**config.mk**
```make
export PLATFORM = sky130hd
export DESIGN_NAME = hz_text_layer
export DESIGN_NICKNAME = d
export VERILOG_FILES = /design/src/rtl/hz_layer_pkg.sv /design/src/rtl/hz_layer_timing.sv /design/src/rtl/hz_text_layer.sv
export SDC_FILE = /design/constraint.sdc
export NUM_CORES = 1
export LEC_CHECK = 0
export CORE_MARGIN = 5
export CORE_UTILIZATION = 58
export CTS_CLUSTER_SIZE = 14
export DETAILED_ROUTE_END_ITERATION = 6
export DONT_BUFFER_PORTS = 1
export GPL_TIMING_DRIVEN = 1
export PLACE_DENSITY = 0.78
export SLEW_MARGIN = 20
export SYNTH_ARGS = -nofsm -noshare
export SYNTH_HDL_FRONTEND = slang
export SYNTH_SLANG_ARGS = --single-unit
```
**constraint.sdc**
```tcl
create_clock -name clk -period 5 [get_ports clk]
set_input_delay 0.5 -clock clk [delete_from_list [all_inputs] [get_ports clk]]
set_output_delay 0.5 -clock clk [all_outputs]
set_load 0.02 [all_outputs]
```
**src/rtl/hz_layer_pkg.sv**
```systemverilog
// Shared constants and types for the Hanzi text overlay layer:
// register map, blink/marquee mode encodings and glyph geometry.
package hz_layer_pkg;

  localparam int GLYPH_W         = 16;
  localparam int GLYPH_H         = 16;
  localparam int BYTES_PER_GLYPH = 32;

  localparam logic [4:0] ADDR_CTRL      = 5'd0;
  localparam logic [4:0] ADDR_ORG_X     = 5'd1;
  localparam logic [4:0] ADDR_ORG_Y     = 5'd2;
  localparam logic [4:0] ADDR_FG        = 5'd3;
  localparam logic [4:0] ADDR_CODE_BASE = 5'd8;

  typedef enum logic [1:0] {
    MODE_STATIC        = 2'b00,
    MODE_BLINK         = 2'b01,
    MODE_MARQUEE       = 2'b10,
    MODE_MARQUEE_BLINK = 2'b11
  } hz_mode_e;

  typedef struct packed {
    logic     enable;
    hz_mode_e mode;
  } hz_ctrl_t;

endpackage

```
**src/rtl/hz_layer_timing.sv**
```systemverilog
// Shadow/active configuration with frame-synchronous commit, blink phase
// generation and marquee origin stepping for the text layer.
module hz_layer_timing
  import hz_layer_pkg::*;
#(
  parameter int N_CHARS      = 3,
  parameter int N_GLYPHS     = 4,
  parameter int H_ACTIVE     = 640,
  parameter int ORG_X_RST    = 512,
  parameter int ORG_Y_RST    = 96,
  parameter int BLINK_FRAMES = 30,
  parameter int SCROLL_STEP  = 1,
  parameter int CODE_W       = 2
) (
  input  logic                           clk,
  input  logic                           rst,
  input  logic                           frame_start,
  input  logic                           cfg_we,
  input  logic [4:0]                     cfg_addr,
  input  logic [23:0]                    cfg_wdata,
  output logic [9:0]                     o_orgX,
  output logic [8:0]                     o_orgY,
  output logic [23:0]                    o_fg,
  output logic [N_CHARS-1:0][CODE_W-1:0] o_code,
  output logic                           o_enable,
  output logic                           o_visible
);

  localparam int CNT_W = (BLINK_FRAMES > 1) ? $clog2(BLINK_FRAMES) : 1;

  hz_ctrl_t                       r_shCtrl, r_ctrl;
  logic [9:0]                     r_shOrgX, r_orgX;
  logic [8:0]                     r_shOrgY, r_orgY;
  logic [23:0]                    r_shFg, r_fg;
  logic [N_CHARS-1:0][CODE_W-1:0] r_shCode, r_code;
  logic                           r_dirty;
  logic [CNT_W-1:0]               r_blinkCnt;
  logic                           r_blinkPhase;

  logic [4:0] w_codeIdx;
  logic       w_codeSel;
  logic       w_accept;
  logic [9:0] w_orgXStep;

  assign w_codeIdx  = cfg_addr - ADDR_CODE_BASE;
  assign w_codeSel  = (cfg_addr >= ADDR_CODE_BASE) && (int'(w_codeIdx) < N_CHARS);
  assign w_accept   = cfg_we && ((cfg_addr <= ADDR_FG) || w_codeSel);
  assign w_orgXStep = (int'(r_orgX) < SCROLL_STEP)
                      ? 10'(int'(r_orgX) + H_ACTIVE - SCROLL_STEP)
                      : 10'(int'(r_orgX) - SCROLL_STEP);

  // Commit happens before the shadow write so a write coinciding with
  // frame_start waits for the following frame.
  always_ff @(posedge clk) begin
    if (rst) begin
      r_shCtrl <= '0;
      r_ctrl   <= '0;
      r_shOrgX <= 10'(ORG_X_RST);
      r_orgX   <= 10'(ORG_X_RST);
      r_shOrgY <= 9'(ORG_Y_RST);
      r_orgY   <= 9'(ORG_Y_RST);
      r_shFg   <= 24'hFFFFFF;
      r_fg     <= 24'hFFFFFF;
      for (int i = 0; i < N_CHARS; i++) begin
        r_shCode[i] <= CODE_W'(i % N_GLYPHS);
        r_code[i]   <= CODE_W'(i % N_GLYPHS);
      end
      r_dirty <= 1'b0;
    end else begin
      if (frame_start) begin
        if (r_dirty) begin
          r_ctrl  <= r_shCtrl;
          r_orgX  <= r_shOrgX;
          r_orgY  <= r_shOrgY;
          r_fg    <= r_shFg;
          r_code  <= r_shCode;
          r_dirty <= 1'b0;
        end else if (r_ctrl.mode[1]) begin
          r_orgX   <= w_orgXStep;
          r_shOrgX <= w_orgXStep;
        end
      end
      if (cfg_we) begin
        case (cfg_addr)
          ADDR_CTRL:  r_shCtrl <= hz_ctrl_t'(cfg_wdata[2:0]);
          ADDR_ORG_X: r_shOrgX <= cfg_wdata[9:0];
          ADDR_ORG_Y: r_shOrgY <= cfg_wdata[8:0];
          ADDR_FG:    r_shFg   <= cfg_wdata;
          default: begin
            for (int i = 0; i < N_CHARS; i++) begin
              if (w_codeSel && (int'(w_codeIdx) == i)) begin
                r_shCode[i] <= cfg_wdata[CODE_W-1:0];
              end
            end
          end
        endcase
      end
      if (w_accept) begin
        r_dirty <= 1'b1;
      end
    end
  end

  always_ff @(posedge clk) begin
    if (rst || !r_ctrl.mode[0]) begin
      r_blinkCnt   <= '0;
      r_blinkPhase <= 1'b0;
    end else if (frame_start) begin
      if (int'(r_blinkCnt) == BLINK_FRAMES - 1) begin
        r_blinkCnt   <= '0;
        r_blinkPhase <= !r_blinkPhase;
      end else begin
        r_blinkCnt <= r_blinkCnt + 1'b1;
      end
    end
  end

  assign o_orgX    = r_orgX;
  assign o_orgY    = r_orgY;
  assign o_fg      = r_fg;
  assign o_code    = r_code;
  assign o_enable  = r_ctrl.enable;
  assign o_visible = !r_blinkPhase;

endmodule

```
**src/rtl/hz_text_layer.sv**
```systemverilog
// Text overlay layer: a row of N_CHARS 16x16 glyphs fetched from an external
// glyph ROM, with a fixed two-cycle scan-to-pixel latency.
module hz_text_layer
  import hz_layer_pkg::*;
#(
  parameter int N_CHARS      = 3,
  parameter int PITCH        = 32,
  parameter int N_GLYPHS     = 4,
  parameter int H_ACTIVE     = 640,
  parameter int ORG_X_RST    = 512,
  parameter int ORG_Y_RST    = 96,
  parameter int BLINK_FRAMES = 30,
  parameter int SCROLL_STEP  = 1,
  parameter int TRANSPARENT  = 0,
  localparam int ROM_AW      = $clog2(N_GLYPHS * BYTES_PER_GLYPH)
) (
  input  logic              clk,
  input  logic              rst,
  input  logic [9:0]        x_pos,
  input  logic [8:0]        y_pos,
  input  logic              frame_start,
  input  logic              cfg_we,
  input  logic [4:0]        cfg_addr,
  input  logic [23:0]       cfg_wdata,
  output logic [ROM_AW-1:0] rom_addr,
  input  logic [7:0]        rom_dout,
  output logic              RqFlag,
  output logic [7:0]        r,
  output logic [7:0]        g,
  output logic [7:0]        b
);

  localparam int CODE_W   = (N_GLYPHS > 1) ? $clog2(N_GLYPHS) : 1;
  localparam int SLOT_SH  = $clog2(PITCH);
  localparam int SLOT_W   = 10 - SLOT_SH;
  localparam bit IS_TRANS = (TRANSPARENT != 0);

  logic [9:0]                     w_orgX;
  logic [8:0]                     w_orgY;
  logic [23:0]                    w_fg;
  logic [N_CHARS-1:0][CODE_W-1:0] w_codes;
  logic                           w_enable;
  logic                           w_visible;

  logic [9:0]         w_dx, w_dy;
  logic [SLOT_W-1:0]  w_slot;
  logic [SLOT_SH-1:0] w_col;
  logic [CODE_W-1:0]  w_code;
  logic [CODE_W+4:0]  w_romAddr;
  logic               w_hit;
  logic               w_pixel;

  logic       r_hit1;
  logic [2:0] r_colLo1;

  hz_layer_timing #(
    .N_CHARS      (N_CHARS),
    .N_GLYPHS     (N_GLYPHS),
    .H_ACTIVE     (H_ACTIVE),
    .ORG_X_RST    (ORG_X_RST),
    .ORG_Y_RST    (ORG_Y_RST),
    .BLINK_FRAMES (BLINK_FRAMES),
    .SCROLL_STEP  (SCROLL_STEP),
    .CODE_W       (CODE_W)
  ) uTiming (
    .clk         (clk),
    .rst         (rst),
    .frame_start (frame_start),
    .cfg_we      (cfg_we),
    .cfg_addr    (cfg_addr),
    .cfg_wdata   (cfg_wdata),
    .o_orgX      (w_orgX),
    .o_orgY      (w_orgY),
    .o_fg        (w_fg),
    .o_code      (w_codes),
    .o_enable    (w_enable),
    .o_visible   (w_visible)
  );

  assign w_dx   = x_pos - w_orgX;
  assign w_dy   = {1'b0, y_pos} - {1'b0, w_orgY};
  assign w_slot = w_dx[9:SLOT_SH];
  assign w_col  = w_dx[SLOT_SH-1:0];
  assign w_hit  = w_enable && w_visible && (w_dy < 10'(GLYPH_H))
                  && (int'(w_col) < GLYPH_W) && (int'(w_slot) < N_CHARS);

  always_comb begin
    w_code = '0;
    for (int i = 0; i < N_CHARS; i++) begin
      if (int'(w_slot) == i) begin
        w_code = w_codes[i];
      end
    end
  end

  // Two bytes per glyph row: col[3] picks the left or right half.
  assign w_romAddr = {w_code, w_dy[3:0], w_col[3]};
  assign w_pixel   = rom_dout[3'd7 - r_colLo1];

  always_ff @(posedge clk) begin
    if (rst) begin
      rom_addr <= '0;
      r_hit1   <= 1'b0;
      r_colLo1 <= '0;
      RqFlag   <= 1'b0;
      r        <= '0;
      g        <= '0;
      b        <= '0;
    end else begin
      rom_addr <= w_romAddr[ROM_AW-1:0];
      r_hit1   <= w_hit;
      r_colLo1 <= w_col[2:0];
      RqFlag   <= r_hit1 && (w_pixel || !IS_TRANS);
      if (r_hit1 && w_pixel) begin
        {r, g, b} <= w_fg;
      end else begin
        {r, g, b} <= '0;
      end
    end
  end

endmodule

```
======== Yosys cells after proc, flatten, opt, wreduce, memory -nomap -nowiden ========
Cells that the tools add are included.
word-level totals
  bits of input ports ..................... 60
  flip-flop bits (word level) ............. 147
  word-level logic and storage cells ...... 98
operators by class
  multiplexer cells ....................... 16
  order comparisons ....................... 8
  $add $sub $neg .......................... 8
  reduce and logical (&&, ||, !) cells .... 30
  bitwise logic cells ..................... 2
  eq/ne operators ......................... 8
operators by type and width
  operator                count
  $mux 10                 8
  $eq 5x2->1 const B      4
  $eq 5x3->1 const B      3
  $logic_not 5->1         3
  $reduce_and 2->1        6
  $add 10x10->10 const B  1
  $logic_and 1x1->1       10
  $lt 10x1->1 const B     1
  $lt 10x5->1 const B     1
  $lt 5x2->1 const B      2
  $sub 10x1->10 const B   1
  $sub 10x10->10          1
  $sub 10x2->10 const B   1
  $sub 9x9->10            1
  $reduce_and 3->1        3
  $mux 2                  3
  $add 5x1->5 const B     1
  $eq 5x1->1 const B      1
  $ge 5x4->1 const B      1
  $le 5x2->1 const B      1
  $lt 5x5->1 const B      1
  $mux 5                  1
  $sub 5x4->5 const B     1
  $lt 3x4->1 const B      1
  9 further kinds         15

======== Depth between registers and ports, before layout ========
  depth in word-level cells ............... 8
  depth in mapped cells ................... 10

======== Hierarchy ========
From an unflattened synthesis, not the netlist that was laid out.
unflattened totals
  cells, all modules ...................... 758
  area total of the unflattened synthesis .. 6641.4 um2
modules (own cells, without submodules)
  module           area an instance (um2)  instances  cells an instance
  hz_layer_timing  4697.0                  1          553
  hz_text_layer    1944.4                  1          205

======== Least setup slack after synthesis ========
OpenSTA, ideal clock, no wires.
  path kind ............................... reg2reg
  from .................................... reg uTiming.r_orgX[4] (netlist: uTiming.o_orgX[4])
  to ...................................... reg r_hit1
  path buffers ............................ 2
  data required time ...................... 4.867 ns
  period minus slack after synthesis ...... 2.436 ns
  arrival time ............................ 2.303 ns
  cell stages (with the launch flop) ...... 11
  path slack .............................. 2.564 ns
  cell sequence ........................... dfxtp_1 > clkbuf_1 > inv_1 > ha_1 > clkbuf_1 > a21o_1 > or2_0 > o221a_2 > o221a_1 > o31ai_1 > nor4_1
between the ends
  cells in the longest elaborated chain, start to end .. 4
  elaborated cells on any way between the ends .. 5
  classes of those cells .................. 1 x add/sub; 2 x order compare; 2 x reduce/logical
RTL lines
  element                 RTL line               RTL
  from (decl)             hz_layer_timing.sv:32  logic [9:0] r_shOrgX, r_orgX;
  from (signal assigned)  hz_layer_timing.sv:59  r_orgX <= 10'(ORG_X_RST);
  from (signal assigned)  hz_layer_timing.sv:73  r_orgX <= r_shOrgX;
  from (signal assigned)  hz_layer_timing.sv:79  r_orgX <= w_orgXStep;
  $sub 10x10->10 (*)      hz_text_layer.sv:80    assign w_dx = x_pos - w_orgX;
  $lt 5x5->1              hz_text_layer.sv:85    && (int'(w_col) < GLYPH_W) && (int'(w_slot) < N_CHARS);
  $logic_and 1x1->1       hz_text_layer.sv:85
  $logic_and 1x1->1 (*)   hz_text_layer.sv:85
  to (signal assigned)    hz_text_layer.sv:111   r_hit1 <= w_hit;
  to (decl)               hz_text_layer.sv:53    logic r_hit1;
Mark *: on every way between the ends. The rest lies on a longest branch, timed or not.
A chain may end at the register's enable or synchronous reset.

======== Worst setup path after layout ========
Ends and elaborated chain as after synthesis.

==> run_results.csv <==
group,metric,value,unit
run_status,status,"complete, no violations",
drt,via_per_inst,5.88,
floorplanning,start_util,59.9,%
sta,finalSetupViolCount,0,
global_route,grt_overflow,0,
worst_setup_path,ff2ff_path_depth,8,
floorplanning,die-area,13500,sq um
global_route,grt_start_max_net_pins,120,
final_layout,drive_gt1_share,5.12,%
clocking,cts_hold_repair.buffers,0,
worst_setup_path,critPathLaunchType,"register",
placement,post-place-ws,2.40,ns
floorplanning,fp.dieH,116,um
yosys,syn-mean-instance-area,8.44,sq um
global_route,track_usage,22.7,%
clocking,numCtsBuffers,17,
yosys,syn-num-nets,863,
drt,drt_first_pass_iters,5,
sta,fin_setup_tns,0,ns
worst_setup_path,critical_path.endpoint_type,"register",
clocking,clockRootBuffer,"clkbuf_16",
worst_setup_path,slowest_delay,0.49,ns
final_layout,fillers,876,
clocking,clock_sinks,147,
drt,wl_per_cell,16.7,um
clocking,cts_setup_buffers,0,
worst_setup_path,crit_chain,"inv_1 -> ha_1 -> a21o_1 -> or2_0 -> o221a_2 -> o221a_1 -> o31ai_1 -> nor4_1",
power,ir_worst_vdd,284,uV
worst_hold_path,min_path_cells,1,
sta,finClkSkew,0.00725,ns
final_layout,final_common_cell,"nand2_1",
floorplanning,io_pins,92,
final_layout,multiInputGateArea,3320,sq um
yosys,synthDistinctLibCells,60,
power,p_per_area,392,nW/um^2
sta,fmax,376,MHz
sta,setup_ws,2.34,ns
worst_setup_path,cp_data_arrival_time,2.94,ns
drt,ant_nets,0,
sta,rsz0062_at_grt,"false",
yosys,ys_seq_elements,147,
final_layout,seq_area,2940,sq um
worst_setup_path,critPathMaxFanout,10,
yosys,ys_seq_area_share,44.9,%
global_route,antenna_found_initial,0,
final_layout,utilization,66.3,%
floorplanning,fp-row-count,38,
yosys,yosysWarnings,0,
final_layout,syn_to_final_growth,10.6,%
clocking,cts_resized,0,
sta,slew_violations,0,
worst_hold_path,hold_class,"input pin to register",
yosys,synth_area,6560,sq um
power,power.leakage,3.00,nW
drt,drc,0,
worst_setup_path,crit_required,5.28,ns
placement,dpl.hpwl,10200,um
clocking,clockBufferDepth,2,
sta,hold_viol_final,0,
final_layout,antenna_cells,0,
placement,portBuffers,0,
flow_run,drv_cap,0,
global_route,grt_first_pass_wirelength,24200,um
sta,worst-slew-pin-transition,0.984,ns
yosys,synth-edff-count,0,
yosys,syn_inst,777,
yosys,async_flop_share,0,%
floorplanning,core_area,10900,sq um
floorplanning,die_x,116,um
worst_setup_path,crit_type,"register to register",
sta,max_slew_margin,34.2,%
sta,fin_crit_sh,53.3,%
clocking,clock_latency,0.42,ns
placement,gp_congestion,0.876,
clocking,htreeDepth,4,
drt,routed_wl,15000,um
drt,initialDrtViolationCount,447,
clocking,cts_tree,"built",
clocking,clk_pin_slew,0.06,ns
yosys,synth_flop_cell,"dfxtp_1",
worst_setup_path,slowest_stage,"dfxtp_1",
final_layout,nNetsFinal,837,
sta,min_period,2.66,ns
global_route,grt_pass1_vias,5028,
drt,vias,5308,
final_layout,final_cell_mix,"nand2_1 (166), dfxtp_1 (147), nand3b_1 (57)",
[per-layer routing]
| layer | global-route usage [%] | share of wire (%) | vias up |
|---|---|---|---|
| met2 | 36.1 | 48 | 167 |
| met1 | 29.0 | 43 | 2516 |
| met5 | 0 | 0 | - |
| met4 | 8.66 | 2.1 | 0 |
| li1 | - | - | 2588 |
| met3 | 7.20 | 6.4 | 37 |
[sequential cells by signal, summed over array words and instances, names as in the netlist, 5 cells and up]
name and count:
uTiming.o_orgY 9, rom_addr 7, b 8, r 8
uTiming.r_shOrgY 9, uTiming.o_fg 24, uTiming.o_orgX 10, g 8
uTiming.o_code 6, uTiming.r_blinkCnt 5, uTiming.r_shCode 6, uTiming.r_shOrgX 10
uTiming.r_shFg 24
[metrics by stage]
stage                     hold WS [ns]  std cells  power (mW)  area [sq um]
after detailed placement         0.440        872        1.41          6570
after floorplan                  0.429        777        1.39          6560
after global placement           0.437        872        1.40          6570
after CTS                        0.142        902        2.86          7250
after global routing             0.132        902        2.94          7250
final                            0.158        902        2.84          7250
[critical path, delay by kind of cell, from the launching register on]
| family | cells | cell delay (ns) |
|---|---|---|
| compound gates | 4 | 1.18 |
| fa+ha+maj | 1 | 0.40 |
| buf+inv | 1 | 0.11 |
| flops | 1 | 0.49 |
| simple gates | 2 | 0.34 |
[logic make-up (layout without fill, tap and decap cells)]
kind of cell / count (synthesis) / after routing / share of synthesized area [%]
and+or+nand+nor: 375 / 375 / 28.4
DFF: 147 / 147 / 44.9
AOI/OAI and AO/OA: 120 / 120 / 12.2
buffers and inverters: 77 / 62 / 4.43
adders and majority gates: 26 / 26 / 5.19
xor gates and xnor gates: 18 / 18 / 2.41
muxes: 14 / 14 / 2.52
[power by group]
group | switching [mW] | internal [mW]
logic | 0.0964 | 0.0796
clock network | 0.465 | 0.993
registers | 0.0182 | 1.19
total | 0.580 | 2.26
[layout make-up]
| class | count | area share (%) |
|---|---|---|
| Multi-Input combinational cell | 553 | 45.8 |
| Clock buffer | 20 | 6.16 |
| Sequential cell | 147 | 40.6 |
| Timing Repair Buffer | 3 | 0.311 |
| Clock inverter | 10 | 3.16 |
| Tap cell | 140 | 2.42 |
| Inverter | 29 | 1.50 |
[cells in the mapped netlist (all sizes together), types with 4 or more instances]
library cell,n,share of area (%)
and3,7,0.67
a21o,6,0.69
a21oi,42,3.2
nand3b,57,6.5
o21ai,14,1.1
nand3,15,1.1
or2,4,0.38
nor3,13,1.1
mux2i,12,1.8
nor2,55,3.1
a2111oi,4,0.55
inv,29,1.7
nand4,6,0.57
and2,25,2.4
ha,24,4.6
a211o,5,0.67
o21a,4,0.46
o211ai,6,0.69
o2111ai,4,0.53
nand2,166,9.5
clkbuf,45,2.6
xor2,6,0.80
dfxtp,147,45
or3,4,0.46
a211oi,14,1.6
nor2b,11,1.0
xnor2,12,1.6
[path summary, 6_finish.rpt]
path / from / endpoint / slack [ns]
hold / removal: rst / rom_addr[0] / 0.16
setup reg to reg: uTiming.o_orgX[4] / r_hit1 / 2.34
hold reg to reg: uTiming.o_fg[7] / b[7] / 0.45
setup / recovery: uTiming.o_orgX[4] / r_hit1 / 2.34
(Power assumes the default switching activity.)
